<file path="src/rtl/multi_cycle_pkg.sv">
// Shared definitions for the multicycle RV32I control sequencer.
// Contents: state encodings (exported on the debug state/nextState ports),
// RV32I major opcode constants, and an opcode legality helper.
package multi_cycle_pkg;

    typedef enum logic [2:0] {
        S_IF   = 3'd0,
        S_ID   = 3'd1,
        S_EXE  = 3'd2,
        S_MEM  = 3'd3,
        S_WB   = 3'd4,
        S_HALT = 3'd5
    } state_e;

    localparam logic [6:0] OP_R      = 7'b0110011;
    localparam logic [6:0] OP_IALU   = 7'b0010011;
    localparam logic [6:0] OP_LUI    = 7'b0110111;
    localparam logic [6:0] OP_AUIPC  = 7'b0010111;
    localparam logic [6:0] OP_JAL    = 7'b1101111;
    localparam logic [6:0] OP_JALR   = 7'b1100111;
    localparam logic [6:0] OP_LOAD   = 7'b0000011;
    localparam logic [6:0] OP_STORE  = 7'b0100011;
    localparam logic [6:0] OP_BRANCH = 7'b1100011;
    localparam logic [6:0] OP_SYSTEM = 7'b1110011;

    // True for every opcode this core decodes, SYSTEM included.
    function automatic logic is_legal_op(input logic [6:0] op);
        return op inside {OP_R, OP_IALU, OP_LUI, OP_AUIPC, OP_JAL, OP_JALR,
                          OP_LOAD, OP_STORE, OP_BRANCH, OP_SYSTEM};
    endfunction

endpackage

</file>
<file path="src/rtl/multi_cycle_ctrl_if.sv">
// Bundle between decode/memory and the control sequencer.
// master: the sequencer (consumes op and ready strobes, drives enables,
//         status flags, counters and debug state).
// slave : the surrounding datapath / memory side.
interface multi_cycle_ctrl_if #(
    parameter int unsigned OP_W    = 7,
    parameter int unsigned STATE_W = 3,
    parameter int unsigned CNT_W   = 32
) ();

    logic [OP_W-1:0]    op;
    logic               imem_ready;
    logic               dmem_ready;
    logic [STATE_W-1:0] state;
    logic [STATE_W-1:0] nextState;
    logic               imem_req;
    logic               IRWre;
    logic               PCWre;
    logic               RegWre;
    logic               mem_rd;
    logic               mem_wr;
    logic               halted;
    logic               illegal;
    logic               bus_err;
    logic [CNT_W-1:0]   cycle_cnt;
    logic [CNT_W-1:0]   instret;

    modport master (
        input  op, imem_ready, dmem_ready,
        output state, nextState, imem_req, IRWre, PCWre, RegWre, mem_rd, mem_wr,
               halted, illegal, bus_err, cycle_cnt, instret
    );

    modport slave (
        output op, imem_ready, dmem_ready,
        input  state, nextState, imem_req, IRWre, PCWre, RegWre, mem_rd, mem_wr,
               halted, illegal, bus_err, cycle_cnt, instret
    );

endinterface

</file>
<file path="src/rtl/wait_watchdog.sv">
// Memory wait watchdog.
// Ports:
//   clk_i     - clock, rising edge
//   rst_i     - synchronous active-high reset
//   en_i      - controller is in a state that waits on a ready strobe
//   ready_i   - the awaited ready strobe
//   clr_i     - controller changes state this cycle
//   timeout_o - MAX_WAIT waiting cycles already elapsed and ready is still low
module wait_watchdog #(
    parameter int unsigned MAX_WAIT = 15
) (
    input  logic clk_i,
    input  logic rst_i,
    input  logic en_i,
    input  logic ready_i,
    input  logic clr_i,
    output logic timeout_o
);

    logic [7:0] cnt_q, cnt_d;

    always_comb begin
        cnt_d = cnt_q;
        if (clr_i) begin
            cnt_d = '0;
        end else if (en_i && !ready_i) begin
            cnt_d = cnt_q + 8'd1;
        end
    end

    always_ff @(posedge clk_i) begin
        if (rst_i) begin
            cnt_q <= '0;
        end else begin
            cnt_q <= cnt_d;
        end
    end

    // A ready seen while the count sits at MAX_WAIT still wins.
    assign timeout_o = en_i && !ready_i && (cnt_q == 8'(MAX_WAIT));

endmodule

</file>
<file path="src/rtl/multi_cycle_ctrl.sv">
// Control sequencer for the multicycle RV32I core.
// Ports:
//   CLK   - clock, rising edge
//   Reset - synchronous active-high reset, overrides every other event
//   bus   - master side of multi_cycle_ctrl_if: op, imem_ready, dmem_ready in;
//           state/nextState debug, datapath enables (imem_req, IRWre, PCWre,
//           RegWre, mem_rd, mem_wr), sticky halted/illegal/bus_err flags and
//           cycle_cnt/instret performance counters out.
module multi_cycle_ctrl
    import multi_cycle_pkg::*;
#(
    parameter int unsigned OP_W     = 7,
    parameter int unsigned STATE_W  = 3,   // must be >= 3
    parameter int unsigned CNT_W    = 32,
    parameter int unsigned MAX_WAIT = 15   // 1 .. 255
) (
    input  logic               CLK,
    input  logic               Reset,
    multi_cycle_ctrl_if.master bus
);

    state_e           state_q, state_d;
    logic             halted_q, halted_d;
    logic             illegal_q, illegal_d;
    logic             bus_err_q, bus_err_d;
    logic [CNT_W-1:0] cyc_q, cyc_d;
    logic [CNT_W-1:0] ret_q, ret_d;

    logic [OP_W-1:0]  op_raw;
    logic [6:0]       op7;
    logic             is_load, is_store, is_branch;

    logic imem_req, ir_we, pc_we, reg_we, mem_rd, mem_wr;
    logic retire, set_illegal, set_bus_err;
    logic wd_en, wd_ready, timeout;

    assign op_raw    = bus.op;
    assign op7       = op_raw[6:0];
    assign is_load   = (op7 == OP_LOAD);
    assign is_store  = (op7 == OP_STORE);
    assign is_branch = (op7 == OP_BRANCH);

    // Only IF and MEM wait on a ready strobe.
    assign wd_en    = (state_q == S_IF) || (state_q == S_MEM);
    assign wd_ready = (state_q == S_IF) ? bus.imem_ready : bus.dmem_ready;

    wait_watchdog #(
        .MAX_WAIT (MAX_WAIT)
    ) u_wait_watchdog (
        .clk_i     (CLK),
        .rst_i     (Reset),
        .en_i      (wd_en),
        .ready_i   (wd_ready),
        .clr_i     (state_d != state_q),
        .timeout_o (timeout)
    );

    always_comb begin
        state_d     = state_q;
        imem_req    = 1'b0;
        ir_we       = 1'b0;
        pc_we       = 1'b0;
        reg_we      = 1'b0;
        mem_rd      = 1'b0;
        mem_wr      = 1'b0;
        retire      = 1'b0;
        set_illegal = 1'b0;
        set_bus_err = 1'b0;
        unique case (state_q)
            S_IF: begin
                imem_req = 1'b1;
                if (bus.imem_ready) begin
                    ir_we   = 1'b1;
                    state_d = S_ID;
                end else if (timeout) begin
                    set_bus_err = 1'b1;
                    state_d     = S_HALT;
                end
            end
            S_ID: begin
                if (op7 == OP_SYSTEM) begin
                    state_d = S_HALT;
                end else if (is_legal_op(op7)) begin
                    state_d = S_EXE;
                end else begin
                    set_illegal = 1'b1;
                    state_d     = S_HALT;
                end
            end
            S_EXE: begin
                if (is_load || is_store) begin
                    state_d = S_MEM;
                end else if (is_branch) begin
                    pc_we   = 1'b1;
                    retire  = 1'b1;
                    state_d = S_IF;
                end else begin
                    state_d = S_WB;
                end
            end
            S_MEM: begin
                mem_rd = is_load;
                mem_wr = is_store;
                if (bus.dmem_ready) begin
                    if (is_store) begin
                        pc_we   = 1'b1;
                        retire  = 1'b1;
                        state_d = S_IF;
                    end else begin
                        state_d = S_WB;
                    end
                end else if (timeout) begin
                    set_bus_err = 1'b1;
                    state_d     = S_HALT;
                end
            end
            S_WB: begin
                reg_we  = 1'b1;
                pc_we   = 1'b1;
                retire  = 1'b1;
                state_d = S_IF;
            end
            S_HALT: begin
                state_d = S_HALT;
            end
            default: begin
                state_d = S_HALT;
            end
        endcase
    end

    always_comb begin
        halted_d  = halted_q | (state_d == S_HALT);
        illegal_d = illegal_q | set_illegal;
        bus_err_d = bus_err_q | set_bus_err;
        // The cycle that enters HALT is still counted; HALT cycles are not.
        cyc_d     = (state_q != S_HALT) ? cyc_q + CNT_W'(1) : cyc_q;
        ret_d     = retire ? ret_q + CNT_W'(1) : ret_q;
    end

    always_ff @(posedge CLK) begin
        if (Reset) begin
            state_q   <= S_IF;
            halted_q  <= 1'b0;
            illegal_q <= 1'b0;
            bus_err_q <= 1'b0;
            cyc_q     <= '0;
            ret_q     <= '0;
        end else begin
            state_q   <= state_d;
            halted_q  <= halted_d;
            illegal_q <= illegal_d;
            bus_err_q <= bus_err_d;
            cyc_q     <= cyc_d;
            ret_q     <= ret_d;
        end
    end

    assign bus.state     = STATE_W'(state_q);
    assign bus.nextState = STATE_W'(state_d);
    assign bus.imem_req  = imem_req;
    assign bus.IRWre     = ir_we;
    assign bus.PCWre     = pc_we;
    assign bus.RegWre    = reg_we;
    assign bus.mem_rd    = mem_rd;
    assign bus.mem_wr    = mem_wr;
    assign bus.halted    = halted_q;
    assign bus.illegal   = illegal_q;
    assign bus.bus_err   = bus_err_q;
    assign bus.cycle_cnt = cyc_q;
    assign bus.instret   = ret_q;

endmodule

</file>
<file path="src/flat_wrapper.sv">
// flat-port wrapper written by rule: the top's interface ports become plain ports
module multi_cycle_ctrl_flat import multi_cycle_pkg::*;
#(
    parameter int unsigned OP_W     = 7,
    parameter int unsigned STATE_W  = 3,                  
    parameter int unsigned CNT_W    = 32,
    parameter int unsigned MAX_WAIT = 15              
)
  (CLK, Reset, bus_op, bus_imem_ready, bus_dmem_ready, bus_state, bus_nextState, bus_imem_req, bus_IRWre, bus_PCWre, bus_RegWre, bus_mem_rd, bus_mem_wr, bus_halted, bus_illegal, bus_bus_err, bus_cycle_cnt, bus_instret);
  multi_cycle_ctrl_if #(.OP_W(OP_W), .STATE_W(STATE_W), .CNT_W(CNT_W)) bus_i ();
  input  logic CLK;
  input  logic Reset;
  input wire logic [$bits(bus_i.op)-1:0] bus_op;
  input wire logic [$bits(bus_i.imem_ready)-1:0] bus_imem_ready;
  input wire logic [$bits(bus_i.dmem_ready)-1:0] bus_dmem_ready;
  output wire logic [$bits(bus_i.state)-1:0] bus_state;
  output wire logic [$bits(bus_i.nextState)-1:0] bus_nextState;
  output wire logic [$bits(bus_i.imem_req)-1:0] bus_imem_req;
  output wire logic [$bits(bus_i.IRWre)-1:0] bus_IRWre;
  output wire logic [$bits(bus_i.PCWre)-1:0] bus_PCWre;
  output wire logic [$bits(bus_i.RegWre)-1:0] bus_RegWre;
  output wire logic [$bits(bus_i.mem_rd)-1:0] bus_mem_rd;
  output wire logic [$bits(bus_i.mem_wr)-1:0] bus_mem_wr;
  output wire logic [$bits(bus_i.halted)-1:0] bus_halted;
  output wire logic [$bits(bus_i.illegal)-1:0] bus_illegal;
  output wire logic [$bits(bus_i.bus_err)-1:0] bus_bus_err;
  output wire logic [$bits(bus_i.cycle_cnt)-1:0] bus_cycle_cnt;
  output wire logic [$bits(bus_i.instret)-1:0] bus_instret;
  assign bus_i.op = bus_op;
  assign bus_i.imem_ready = bus_imem_ready;
  assign bus_i.dmem_ready = bus_dmem_ready;
  assign bus_state = bus_i.state;
  assign bus_nextState = bus_i.nextState;
  assign bus_imem_req = bus_i.imem_req;
  assign bus_IRWre = bus_i.IRWre;
  assign bus_PCWre = bus_i.PCWre;
  assign bus_RegWre = bus_i.RegWre;
  assign bus_mem_rd = bus_i.mem_rd;
  assign bus_mem_wr = bus_i.mem_wr;
  assign bus_halted = bus_i.halted;
  assign bus_illegal = bus_i.illegal;
  assign bus_bus_err = bus_i.bus_err;
  assign bus_cycle_cnt = bus_i.cycle_cnt;
  assign bus_instret = bus_i.instret;
  multi_cycle_ctrl #(.OP_W(OP_W), .STATE_W(STATE_W), .CNT_W(CNT_W), .MAX_WAIT(MAX_WAIT)) u_core (.CLK(CLK), .Reset(Reset), .bus(bus_i));
endmodule
</file>
<file path="config.mk">
export PLATFORM = sky130hd
export DESIGN_NAME = multi_cycle_ctrl_flat
export DESIGN_NICKNAME = d
export VERILOG_FILES = /design/src/rtl/multi_cycle_pkg.sv /design/src/rtl/multi_cycle_ctrl_if.sv /design/src/rtl/wait_watchdog.sv /design/src/rtl/multi_cycle_ctrl.sv /design/src/flat_wrapper.sv
export SDC_FILE = /design/constraint.sdc
export NUM_CORES = 1
export LEC_CHECK = 0
export CORE_ASPECT_RATIO = 1.25
export CORE_UTILIZATION = 30
export CTS_CLUSTER_DIAMETER = 120
export DETAILED_ROUTE_END_ITERATION = 7
export PLACE_DENSITY_LB_ADDON = 0.25
export SYNTH_ARGS = -nofsm -noshare
export SYNTH_HDL_FRONTEND = slang
export SYNTH_SLANG_ARGS = --single-unit
</file>
<file path="constraint.sdc">
create_clock -name CLK -period 2.3 [get_ports CLK]
set_input_delay 0.46 -clock CLK [delete_from_list [all_inputs] [get_ports CLK]]
set_output_delay 0.46 -clock CLK [all_outputs]
set_load 0.02 [all_outputs]
</file>
==> impl_metrics.yaml, run 1 <==
layout:
  fill_cells: 1227
  postLayoutCellArea_mm2: 0.00592
  drive_gt1_frac: 0.223
  final_util: 0.482
  syn_to_final_growth_pct: 54.6
  insertedDiodeCount: 0
  fin_cells: 779
  nNetsFinal: 624
power_and_ir_drop:
  seq_power_share: 0.421
  p_sw_frac: 0.243
  comb_power_share: 0.134
  cellLeakagePower_nw: 2.22
  p_clk_frac: 0.445
  power_switching_mw: 0.806
  p_int_mw: 2.51
  power_density_mw_per_mm2: 561
  peakVddDrop_uv: 271
  totalPowerFinal_mw: 3.32
yosys:
  synth_area_leader_cell: "dfxtp_1"
  ys_top_cells_by_area: "dfxtp_1 (41%), xor2_1 (6.2%), nor2_1 (6.1%), xnor2_1 (5.9%), nand3_1 (3.1%)"
  syn_area_mm2: 0.00383
  yosysUniqueCellTypes: 57
  syn_avg_cell_area_um2: 8.58
  ys_ff_latch: 78
  synth_enable_flop_cells: 0
  netlist_instances: 446
  seq_area_frac_synth: 0.408
  synth_top_area_frac: 0.408
  synthFlopType: "dfxtp_1"
  yosysWarnings: 0
  async_flop_share: 0
  syn_nets: 460
sta:
  slew-limit-headroom: 0.689
  drv_slew: 0
  tightest_slew_ps: 467
  rsz0062_at_grt: "true"
  hold_viol_final: 0
  setup_violations: 1
  period_needed_ps: 2310
  fin_ws_ps: -6.40
  holdWs_ps: 402
  fmax_mhz: 434
  post-route-period-util: 1.00
  fin_worst_skew_ps: 5.37
  setup_tns_ps: -6.40
worst_setup_path:
  end_kind: "output port"
  start_kind: "primary input"
  cp_num_buf_inv: 3
  slowest_delay_ps: 310
  path_cells: "dlygate4sd2_1, and4bb_2, buf_4, nand4_1, o2111ai_2, and3_4, nand3_2, buf_6"
  critical_path.top_delay_family: "simple AND/OR/NAND/NOR gates"
  rr_worst_depth: 9
  crit_required_ps: 1840
  crit_type: "in2out"
  crit_cells: 8
  crit_fanout: 4
  r2r_slack_ps: 130
  worstPathArrival_ps: 1850
  cp_slowest_cell: "and4bb_2"
detailed_routing:
  drt-wirelength-per-cell_um: 13.7
  initialDrtViolationCount: 85
  via_per_inst: 4.87
  wirelength_um: 10700
  drtAntennaViolNets: 0
  drc: 0
  route.vias.total: 3790
  drt-pass1-iter-count: 4
placed_design:
  routabilityCongestion: 0.843
  place_inst: 756
  place_area_mm2: 0.00538
  dp_worst_setup_slack_ps: -761
  io_buffers: 89
  hpwl_um: 7830
run:
  drv_cap: 0
cts:
  cts_htree_levels: 3
  clock-root-buffer: "clkbuf_16"
  cts_tree: "done"
  cts_hold_buffers: 0
  clock_path_buffers: 2
  clk_pin_slew_ps: 60
  clock_latency_ps: 330
  cts_made_buffers: 9
  clock-sinks: 78
floorplan:
  die_area_mm2: 0.0132
  num_rows: 45
  core_mm2: 0.0123
  die_w_um: 103
  io_pins: 90
  fp.dieH_um: 128
  initial_core_util: 0.312
global_route:
  grt-ovfl-total: 0
  grt_pass1_vias: 3844
  grt_usage: 0.175
  grt_pass1_wl_um: 18000
  grt_max_degree: 45
  antenna_found_initial: 0
run_status:
  violations: "setup timing"
  outcome: "finished with violations"
worst_hold_path:
  whs_path_depth: 2
  hold_class: "in2reg"
## sequential cells by signal, indices dropped and copies added, names as in the netlist
register                      cells
u_core.bus.cycle_cnt             32
u_core.bus.instret               32
u_core.u_wait_watchdog.cnt_q      8
u_core.bus.state                  3
u_core.bus.bus_err                1
u_core.bus.halted                 1
u_core.bus.illegal                1
## per-layer routing
metal  share of wire  vias to the layer above  track usage
li1                -                     1902            -
met1            0.44                     1788        0.203
met2            0.50                       85        0.304
met3           0.050                       15       0.0436
met4           0.018                        0       0.0663
met5               0                        -            0
## power groups by stage
stage / Clock, mW / Combinational (mW) / Sequential (mW)
finish: 1.48 / 0.444 / 1.40
global route: 1.59 / 0.476 / 1.40
CTS: 1.53 / 0.439 / 1.40
detailed placement: 0 / 0.415 / 1.42
global placement: 0 / 0.410 / 1.42
floorplan: 0 / 0.190 / 1.44
## path summary, 6_finish.rpt
check / from / endpoint
max: bus_op[2] / bus_nextState[2]
min: Reset / u_core.bus.illegal
max reg2reg: u_core.bus.state[1] / u_core.u_wait_watchdog.cnt_q[5]
min reg2reg: u_core.bus.illegal / u_core.bus.illegal
## placed cells by master, fill, tap and decap left out, drive strengths merged, types with 14 or more instances in the layout
master / count
nor4: 14
clkbuf: 14
clkdlybuf4s50: 70
xor2: 28
nor2: 63
o21ai: 22
xnor2: 26
a21oi: 18
nand2: 30
nand4: 19
nand3: 25
or3: 16
dfxtp: 78
nor3: 14
buf: 85
## cell type report
class / instances / area, µm² / share of cell area
clock buffer: 14 / 274 / 0.0463
timing repair buffer: 167 / 1470 / 0.248
sequential: 78 / 1580 / 0.266
tap: 164 / 205 / 0.0347
clock inverter: 2 / 38.8 / 0.00656
inverter: 13 / 48.8 / 0.00825
multi-input combinational: 341 / 2310 / 0.390
## cell usage after synthesis (2+ instances only)
master     n
a21o_1     2
buf_2      3
nand2_1   30
xor2_1    27
or4_1      2
nor2b_1    6
buf_6      2
and4_1     7
a31oi_1    2
a21oi_1   17
inv_1     13
dfxtp_1   78
and3b_1    2
nor3_1    14
o21ai_0   22
xnor2_1   26
and3_1     9
clkbuf_1   7
ha_1       3
nor2_1    62
nand3_1   24
nand2b_1   3
and2_1     5
mux2i_1    2
nor4_1    13
or3_1     16
nand4_1   19
## cell families (layout without fill, tap and decap cells)
group,Yosys count,in the layout,synth area share
AND/OR/NAND/NOR,226,226,0.323
flip-flops,78,78,0.408
AO/OA/AOI/OAI,55,55,0.0935
XOR/XNOR,54,54,0.126
buffers and inverters,27,196,0.0324
adder cells (fa/ha/maj),3,3,0.00981
multiplexers,3,3,0.00817
## timing repair
item                       CTS  global route
gates cloned                 0             0
setup endpoints to repair   16            11
gates resized for setup     68            13
pin swaps                   11             8
setup buffers                7             1
(Power assumes the default switching activity.)
==> run 2: changes to the inputs <==
--- a/config.mk
+++ b/config.mk
@@ -5,8 +5,10 @@
 export SDC_FILE = /design/constraint.sdc
 export NUM_CORES = 1
 export LEC_CHECK = 0
+export ABC_AREA = 1
 export CORE_ASPECT_RATIO = 1.25
 export CORE_UTILIZATION = 30
+export CTS_BUF_LIST = sky130_fd_sc_hd__clkbuf_8
 export CTS_CLUSTER_DIAMETER = 120
 export DETAILED_ROUTE_END_ITERATION = 7
 export PLACE_DENSITY_LB_ADDON = 0.25
==> run 2 against run 1 <==
  * The run ends with DRC left
  * Final cell count increased by 30%
  * Wire length increased by 23%
  * Clock skew increased by 12 ps
  * Critical path type unchanged
  * Clock-buffer cell count decreased by 3
  * Sequential power about the same
  * Highest routed layer unchanged
  * Sequential share of layout area decreased by 1.9 points
  * Register-to-register slack improved by 170 ps
  * Clock power decreased by 24%
==> impl_metrics.yaml, run 2 <==
run_status:
  outcome: "finished with violations"
  violations: "DRC"
sta:
  fin_worst_skew_ps: 17.2
  setup_violations: 0
  slew-limit-headroom: 0.689
  post-route-period-util: 0.973
  rsz0062_at_grt: "true"
  fmax_mhz: 447
  tightest_slew_ps: 462
  hold_viol_final: 0
  drv_slew: 0
  period_needed_ps: 2240
  setup_tns_ps: 0
yosys:
  synthFlopType: "dfxtp_1"
  synth_top_area_frac: 0.347
  synth_enable_flop_cells: 0
  synth_area_leader_cell: "dfxtp_1"
  netlist_instances: 688
  syn_nets: 702
  yosysWarnings: 0
  yosysUniqueCellTypes: 35
  ys_top_cells_by_area: "dfxtp_1 (35%), nand2_1 (14%), inv_1 (7.1%), a21oi_1 (6.7%), nor2_1 (6.6%)"
  async_flop_share: 0
  syn_avg_cell_area_um2: 6.54
  seq_area_frac_synth: 0.347
  yosys-top-cells-count: "nand2_1 (170), inv_1 (85), nor2_1 (79)"
  syn_area_mm2: 0.00450
  synth_most_common_cell: "nand2_1"
  ys_ff_latch: 78
placed_design:
  io_buffers: 89
  routabilityCongestion: 0.898
  hpwl_um: 9910
  place_area_mm2: 0.00593
cts:
  clock-root-buffer: "clkbuf_8"
  clock_latency_ps: 380
  clock_path_buffers: 2
  cts_made_buffers: 9
  clk_pin_slew_ps: 80
  cts_hold_buffers: 0
  cts_tree: "done"
  clock-sinks: 78
  cts_htree_levels: 3
layout:
  drive_gt1_frac: 0.169
  final_common_cell: "nand2_1"
  final_cell_mix: "nand2_1 (165), inv_1 (80), dfxtp_1 (76)"
  multi_input_area_mm2: 0.00267
  ff_latch_area_mm2: 0.00156
  postLayoutCellArea_mm2: 0.00632
  syn_to_final_growth_pct: 40.5
  nNetsFinal: 845
  insertedDiodeCount: 0
  fill_cells: 1536
global_route:
  grt_max_degree: 41
  grt_usage: 0.173
  grt_pass1_vias: 4561
  antenna_found_initial: 0
  grt-ovfl-total: 0
  grt_pass1_wl_um: 21400
detailed_routing:
  drt-pass1-iter-count: 6
  route.vias.total: 4843
  drc: 6
  drt-wirelength-per-cell_um: 13.0
  initialDrtViolationCount: 199
  wirelength_um: 13200
  drtAntennaViolNets: 0
  via_per_inst: 4.78
power_and_ir_drop:
  cellLeakagePower_nw: 2.41
  peakVddDrop_uv: 200
  power_density_mw_per_mm2: 506
floorplan:
  num_rows: 49
  io_pins: 90
  core_mm2: 0.0145
  initial_core_util: 0.310
  fp.dieH_um: 139
  die_area_mm2: 0.0155
  die_w_um: 112
worst_setup_path:
  crit_type: "in2out"
  worstPathArrival_ps: 1780
  end_kind: "output port"
  start_kind: "primary input"
  crit_fanout: 3
  crit_required_ps: 1840
run:
  drv_cap: 0
worst_hold_path:
  hold_class: "reg2reg"
## run 2: timing repair
action	in CTS	in global routing
pin swaps	8	6
setup endpoints to repair	9	6
setup buffers	6	1
hold endpoints to repair	0	0
gates cloned	0	0
gates resized for setup	54	25
## run 2: cell type report
class	instances	share of cell area
clock buffers	11	0.0239
clock inverters	5	0.00910
inverters	88	0.0526
multi-input cells	507	0.423
flip-flops and latches	78	0.247
well taps	178	0.0352
repair buffers	147	0.209
## run 2: cell families after synthesis
logic type,after synthesis,synth area share
AO/OA/AOI/OAI,93,0.108
XOR/XNOR,32,0.0623
adder cells (fa/ha/maj),3,0.00834
buffers and inverters,103,0.0873
flip-flops,78,0.347
multiplexers,1,0.00222
AND/OR/NAND/NOR,378,0.385
## run 2: metal layers
| metal | vias to the layer above | track usage | routed length [µm] |
|---|---|---|---|
| met5 | - | 0 | 0 |
| met4 | 0 | 0.0939 | 459 |
| met3 | 32 | 0.0293 | 413 |
| met2 | 95 | 0.312 | 6680 |
| met1 | 2204 | 0.192 | 5610 |
| li1 | 2512 | - | - |
## run 2: worst max-delay path, stage by stage
cell and delay, ps:
dlygate4sd2_1 240, nand2_2 90, nor2_4 50, buf_12 120
nand2_4 70, nand3_2 80, buf_4 140, buf_6 110
nand3_4 70, inv_4 40, nor2_4 110, inv_2 50
buf_6 120
## run 2: where the power goes
group          internal, mW  switching (mW)  total, mW
registers              1.38          0.0346       1.42
logic                 0.281           0.384      0.665
clock network         0.559           0.559       1.12
## run 2: final timing paths
kind                             from  cells after the start                      to  slack, ps
setup / recovery            bus_op[0]                     13        bus_nextState[1]         60
hold / removal     u_core.bus.bus_err                      2      u_core.bus.bus_err        460
setup reg to reg  u_core.bus.state[2]                     10  u_core.bus.instret[12]        300
hold reg to reg    u_core.bus.bus_err                      2      u_core.bus.bus_err        460
## run 2: metrics by stage
step / utilization / cells / power [mW] / hold slack (ps) / setup WS (ps)
floorplan: - / 688 / 1.79 / 508 / 330
global placement: 0.408 / 991 / 2.08 / 437 / -542
detailed placement: 0.408 / 991 / 2.08 / 444 / -560
CTS: 0.430 / 1013 / 3.21 / 457 / 1.23
global route: 0.435 / 1014 / 3.34 / 480 / -27.6
finish: 0.435 / 1014 / 3.20 / 457 / 62.3
